--- src/rtl/shifter_pkg.sv ---
// Shared encodings and sizing helpers for the iterative shift/rotate unit.
// Op codes, FSM states and the width of the remaining-amount counter.
package shifter_pkg;

    typedef enum logic [2:0] {
        SHIFT_LEFT             = 3'd0,
        SHIFT_RIGHT_LOGICAL    = 3'd1,
        SHIFT_RIGHT_ARITHMETIC = 3'd2,
        ROTATE_LEFT            = 3'd3,
        ROTATE_RIGHT           = 3'd4
    } shift_op_e;

    typedef enum logic [1:0] {
        IDLE = 2'd0,
        BUSY = 2'd1,
        DONE = 2'd2
    } state_e;

    // The counter must hold the value WIDTH itself (saturated shift amount).
    function automatic int cnt_width(input int width);
        return $clog2(width) + 1;
    endfunction

endpackage

--- src/rtl/iter_shifter_shift_step.sv ---
// One combinational step of the iterative shifter: shifts/rotates data_i by k_i bits,
// where k_i never exceeds STEP, so only STEP+1 fixed-distance candidates are built.
module shift_step
    import shifter_pkg::*;
#(
    parameter int WIDTH = 32,
    parameter int STEP  = 4,
    parameter int KW    = $clog2(STEP) + 1
) (
    input  logic [WIDTH-1:0] data_i,
    input  logic [2:0]       op_i,
    input  logic [KW-1:0]    k_i,
    output logic [WIDTH-1:0] data_o
);

    logic [WIDTH-1:0] cand [STEP+1];

    for (genvar gi = 0; gi <= STEP; gi++) begin : g_amt
        logic [WIDTH-1:0] res;

        // The MSB of the working register is the original sign, so SRA stays correct per step.
        always_comb begin
            res = data_i;
            case (op_i)
                SHIFT_LEFT:             res = data_i << gi;
                SHIFT_RIGHT_LOGICAL:    res = data_i >> gi;
                SHIFT_RIGHT_ARITHMETIC: res = $signed(data_i) >>> gi;
                ROTATE_LEFT:            res = (data_i << gi) | (data_i >> (WIDTH - gi));
                ROTATE_RIGHT:           res = (data_i >> gi) | (data_i << (WIDTH - gi));
                default:                res = data_i;
            endcase
        end

        assign cand[gi] = res;
    end

    always_comb begin
        data_o = data_i;
        for (int j = 0; j <= STEP; j++) begin
            if (k_i == KW'(j)) begin
                data_o = cand[j];
            end
        end
    end

endmodule

--- src/rtl/iter_shifter.sv ---
// Multi-cycle shift/rotate unit: accepts one request, shifts at most STEP bits per clock,
// then holds the result until the consumer takes it.
module iter_shifter
    import shifter_pkg::*;
#(
    parameter int WIDTH = 32,
    parameter int STEP  = 4
) (
    input  logic             clk,
    input  logic             rst,
    input  logic [WIDTH-1:0] inA,
    input  logic [WIDTH-1:0] inB,
    input  logic [2:0]       shiftOp,
    input  logic             in_valid,
    output logic             in_ready,
    output logic [WIDTH-1:0] out,
    output logic             out_zero,
    output logic             out_valid,
    input  logic             out_ready,
    output logic             busy
);

    localparam int CW = cnt_width(WIDTH);
    localparam int LW = $clog2(WIDTH);
    localparam int KW = $clog2(STEP) + 1;

    state_e           state_q, state_d;
    logic [WIDTH-1:0] data_q;
    logic [WIDTH-1:0] out_q;
    logic             zero_q;
    logic [2:0]       op_q;
    logic [CW-1:0]    rem_q;
    logic [CW-1:0]    amt;
    logic [CW-1:0]    rem_after;
    logic [KW-1:0]    k;
    logic [WIDTH-1:0] step_res;
    logic             accept;

    assign accept = in_valid && (state_q == IDLE);

    // Effective amount: logical/arithmetic shifts saturate at WIDTH, rotates wrap.
    always_comb begin
        amt = '0;
        case (shiftOp)
            SHIFT_LEFT, SHIFT_RIGHT_LOGICAL, SHIFT_RIGHT_ARITHMETIC:
                amt = (inB >= WIDTH'(WIDTH)) ? CW'(WIDTH) : CW'(inB);
            ROTATE_LEFT, ROTATE_RIGHT:
                amt = CW'(inB[LW-1:0]);
            default:
                amt = '0;
        endcase
    end

    always_comb begin
        if (rem_q >= CW'(STEP)) begin
            k = KW'(STEP);
        end else begin
            k = KW'(rem_q);
        end
    end

    assign rem_after = rem_q - CW'(k);

    shift_step #(
        .WIDTH (WIDTH),
        .STEP  (STEP),
        .KW    (KW)
    ) u_step (
        .data_i (data_q),
        .op_i   (op_q),
        .k_i    (k),
        .data_o (step_res)
    );

    always_ff @(posedge clk or posedge rst) begin
        if (rst) begin
            state_q <= IDLE;
        end else begin
            state_q <= state_d;
        end
    end

    always_comb begin
        state_d = state_q;
        case (state_q)
            IDLE: if (in_valid) state_d = (amt == '0) ? DONE : BUSY;
            BUSY: if (rem_after == '0) state_d = DONE;
            DONE: if (out_ready) state_d = IDLE;
            default: state_d = IDLE;
        endcase
    end

    always_comb begin
        in_ready  = (state_q == IDLE);
        out_valid = (state_q == DONE);
        busy      = (state_q == BUSY) || (state_q == DONE);
    end

    // The result registers change only on the edge that enters DONE.
    always_ff @(posedge clk or posedge rst) begin
        if (rst) begin
            data_q <= '0;
            op_q   <= '0;
            rem_q  <= '0;
            out_q  <= '0;
            zero_q <= 1'b0;
        end else if (accept) begin
            data_q <= inA;
            op_q   <= shiftOp;
            rem_q  <= amt;
            if (amt == '0) begin
                out_q  <= inA;
                zero_q <= (inA == '0);
            end
        end else if (state_q == BUSY) begin
            data_q <= step_res;
            rem_q  <= rem_after;
            if (rem_after == '0) begin
                out_q  <= step_res;
                zero_q <= (step_res == '0);
            end
        end
    end

    assign out      = out_q;
    assign out_zero = zero_q;

endmodule
--- config.mk ---
export PLATFORM = sky130hd
export DESIGN_NAME = iter_shifter
export DESIGN_NICKNAME = d
export VERILOG_FILES = /design/src/rtl/shifter_pkg.sv /design/src/rtl/iter_shifter_shift_step.sv /design/src/rtl/iter_shifter.sv
export SDC_FILE = /design/constraint.sdc
export NUM_CORES = 1
export LEC_CHECK = 0
export ABC_AREA = 1
export BUFFER_PORTS_ARGS = -buffer_cell sky130_fd_sc_hd__buf_2
export CAP_MARGIN = 10
export CORE_ASPECT_RATIO = 0.6
export CORE_MARGIN = 10
export CORE_UTILIZATION = 45
export CTS_CLUSTER_SIZE = 8
export DETAILED_ROUTE_END_ITERATION = 10
export PLACE_DENSITY_LB_ADDON = 0.3
export SLEW_MARGIN = 40
export SYNTH_ARGS = -nofsm -noshare
export SYNTH_HDL_FRONTEND = slang
export SYNTH_SLANG_ARGS = --single-unit
--- constraint.sdc ---
create_clock -name clk -period 2.7 [get_ports clk]
set_input_delay 0.54 -clock clk [delete_from_list [all_inputs] [get_ports clk]]
set_output_delay 0.54 -clock clk [all_outputs]
set_load 0.03 [all_outputs]
==> out/qor.yml <==
clk_path_buf_depth: 2
power_uw: 12030
utilization_pct: 55.30
routed_wl_um: 24940
worstSetupPathType: "flop to flop"
cp_slowest_stage_delay_ps: 450
crit_slowest_cell: "dfrtp_1"
die_area_um2: 19260
drtIter0Drc: 908
firstDrtPassIters: 6
diodes: 0
worstSetupEndpointType: "flop"
cts_tree: "built"
cp_cell_sequence: "nor2_8, nand3_1, nor2_1, nand3_1, a21oi_1, o21ai_0, buf_4, nor2_1, nand3_1, nor2_1, nand3_1, a21oi_2"
finalCritPeriodShare_pct: 97.47
io_pins: 107
cp.arrival_ps: 2920
cts_max_level: 3
ys_types: 50
num_vias: 7717
netlist_area_um2: 6287
rsz0062_at_grt: "no"
finalMaxSlewViolations: 0
antenna_found_initial: 0
powerDensity_nw_per_um2: 1591
grt-ovfl-total: 0
status: "finished, final reports clean"
globalplace.congestion: 1.064
syn_nets: 1071
clock_latency_ps: 350
max_slew.worst_pin.slew_ps: 713.1
placed_area_um2: 7212
grt_pass1_vias: 7136
grt_usage_pct: 24.72
initial_utilization_pct: 46.00
slew_headroom_pct: 52.28
grt_max_degree: 77
finalHoldViolCount: 0
drc: 0
synthFlopType: "dfrtp_1"
min_path_type: "primary input to async pin"
setup_viol: 0
ys_seq_area_share_pct: 30.25
ys_warn_count: 0
critPathBufInv: 1
drt.antenna.violating_nets: 0
critPathMaxFanout: 7
power.leakage_uw: 0.003872
port_buffers: 106
fin_crit_ps: 2632
die_h_um: 111.6
fin_setup_tns_ps: 0
route.detailed.wl_per_inst_um: 19.03
postSynth.asyncResetShare_pct: 100.0
synth-edff-count: 0
critPathTopFamily: "simple AND/OR/NAND/NOR gates"
die_x_um: 172.6
final_area_um2: 7557
fmax_mhz: 380.0
vias_per_cell: 5.886
critical_path_required_ps: 2980
skew_ps: 8.644
synth_cells: 996
clkTransAtPathRegs_ps: 70
cp-start-kind: "flop"
core-area_um2: 13670
cts-root-buf: "clkbuf_16"
rows: 33
grt_pass1_wl_um: 39410
synth_seq_cells: 76
ctsHoldBuffers: 0
dpl.hpwl_um: 18460
synth.avg_cell_area_um2: 6.313
drive_gt1_share_pct: 19.03
irDropWorstVdd_mv: 0.7397
clkSinkCount: 76
final_nets: 1189
drv_cap: 0
cp_common_cell: "nand3_1"
syn2layout_area_growth_pct: 20.20
numCtsBuffers: 9
[final timing paths]
kind | slack [ps] | to | start | depth (start not counted)
max | 70 | out_zero$_DFFE_PP0P_ | rem_q[2]$_DFFE_PP0P_ | 12
max reg2reg | 70 | out_zero$_DFFE_PP0P_ | rem_q[2]$_DFFE_PP0P_ | 12
min reg2reg | 480 | out[19]$_DFFE_PP0P_ | out[19]$_DFFE_PP0P_ | 2
min | 260 | out[22]$_DFFE_PP0P_ | rst | 3
max in group asynchronous | 2080 | op_q[2]$_DFFE_PP0P_ | rst | 3
min in group clk | 440 | rem_q[0]$_DFFE_PP0P_ | inB[0] | 3
[stage by stage]
stage / hold slack [ps] / worst slack, ps / instances
after detailed placement: 459.8 / 165.6 / 1292
after CTS: 287.5 / 67.26 / 1308
after floorplan: 496.0 / 221.7 / 996
final: 256.4 / 68.34 / 1311
after global placement: 458.7 / 122.4 / 1292
after global routing: 312.2 / 11.22 / 1311
[cell families after synthesis]
family	Yosys count	synth area share, %
flops	76	30.25
xor+xnor	3	0.4180
fa+ha+maj	4	0.7961
compound gates	186	17.37
other cells	1	0.05964
simple gates	605	42.19
buf+inv	121	8.915
[flip-flops by register name (all words and copies together), names as in the netlist]
register and count:
data_q 32, out_zero 1, op_q 3, state_q 2, rem_q 6, out 32
[tightest hold or removal path: stages]
cell      delay, ps
buf_2           100
clkinv_2         50
buf_12          330
[layout by cell type (no fill, tap or decap), types with 4 or more instances in the layout]
cell type,n
o21ai_1,7
buf_4,45
nand3_1,125
ha_1,4
o211ai_1,16
nor2_1,50
buf_2,106
buf_12,6
a31oi_1,27
nand4_1,17
nor4_1,7
inv_1,58
a21oi_1,33
dfrtp_1,74
inv_2,8
a32oi_1,4
clkbuf_16,9
o21ai_0,76
a41oi_1,4
a21oi_2,5
nand2_1,380
[layer usage]
metal  part of all wire (%)  vias to the layer above  track usage [%]  wire length, µm
met3                     16                       45            11.54             4047
met4                    1.4                        0            4.905              352
met2                     37                      586            31.37             9154
li1                       -                     3597                -                -
met5                      0                        -                0                0
met1                     46                     3489            36.35            11390
[repair_timing]
item	CTS	global route
setup buffers	0	3
endpoints found under the setup margin	0	29
gates resized for setup	0	10
[cell usage after synthesis, types with 2 or more instances]
cell / instances / share of area (%)
a21oi_2: 4 / 0.56
o21ai_0: 79 / 6.3
nand3_4: 2 / 0.56
a41oi_1: 4 / 0.56
a31oi_1: 27 / 2.7
buf_4: 6 / 0.72
nor2_1: 51 / 3.0
nand3_1: 125 / 10
inv_2: 8 / 0.48
buf_1: 4 / 0.24
xor2_1: 2 / 0.28
o21ai_1: 4 / 0.32
or4_1: 2 / 0.24
o2111ai_1: 3 / 0.42
nor4_1: 7 / 0.70
o221ai_1: 3 / 0.42
o22ai_1: 2 / 0.20
a21oi_1: 34 / 2.7
o211ai_1: 16 / 1.9
a32oi_1: 4 / 0.56
buf_2: 10 / 0.80
nand2_1: 380 / 23
dfrtp_1: 76 / 30
buf_6: 9 / 1.6
nor2_2: 2 / 0.20
ha_1: 4 / 0.80
inv_1: 59 / 3.5
nand4_1: 17 / 1.7
nand2_2: 4 / 0.40
o21bai_1: 2 / 0.24
nor2_8: 2 / 0.64
clkbuf_1: 23 / 1.4
nand3_2: 2 / 0.32
nor2_4: 3 / 0.54
[report_power, final]
part	switching (µW)	internal [µW]
registers	612	1640
logic	5700	2790
clock network	612	662
total	6930	5100
[cell type report]
type                            count  area [µm²]
Fill cell                        1364        6110
Clock inverter                      7       76.32
Inverter                           69       264.0
Multi-Input combinational cell    799        3836
Tap cell                          192       240.2
Timing Repair Buffer              159        1011
Clock buffer                        9       225.2
Sequential cell                    76        1904
Note: power is estimated with default switching activity, not from simulation.
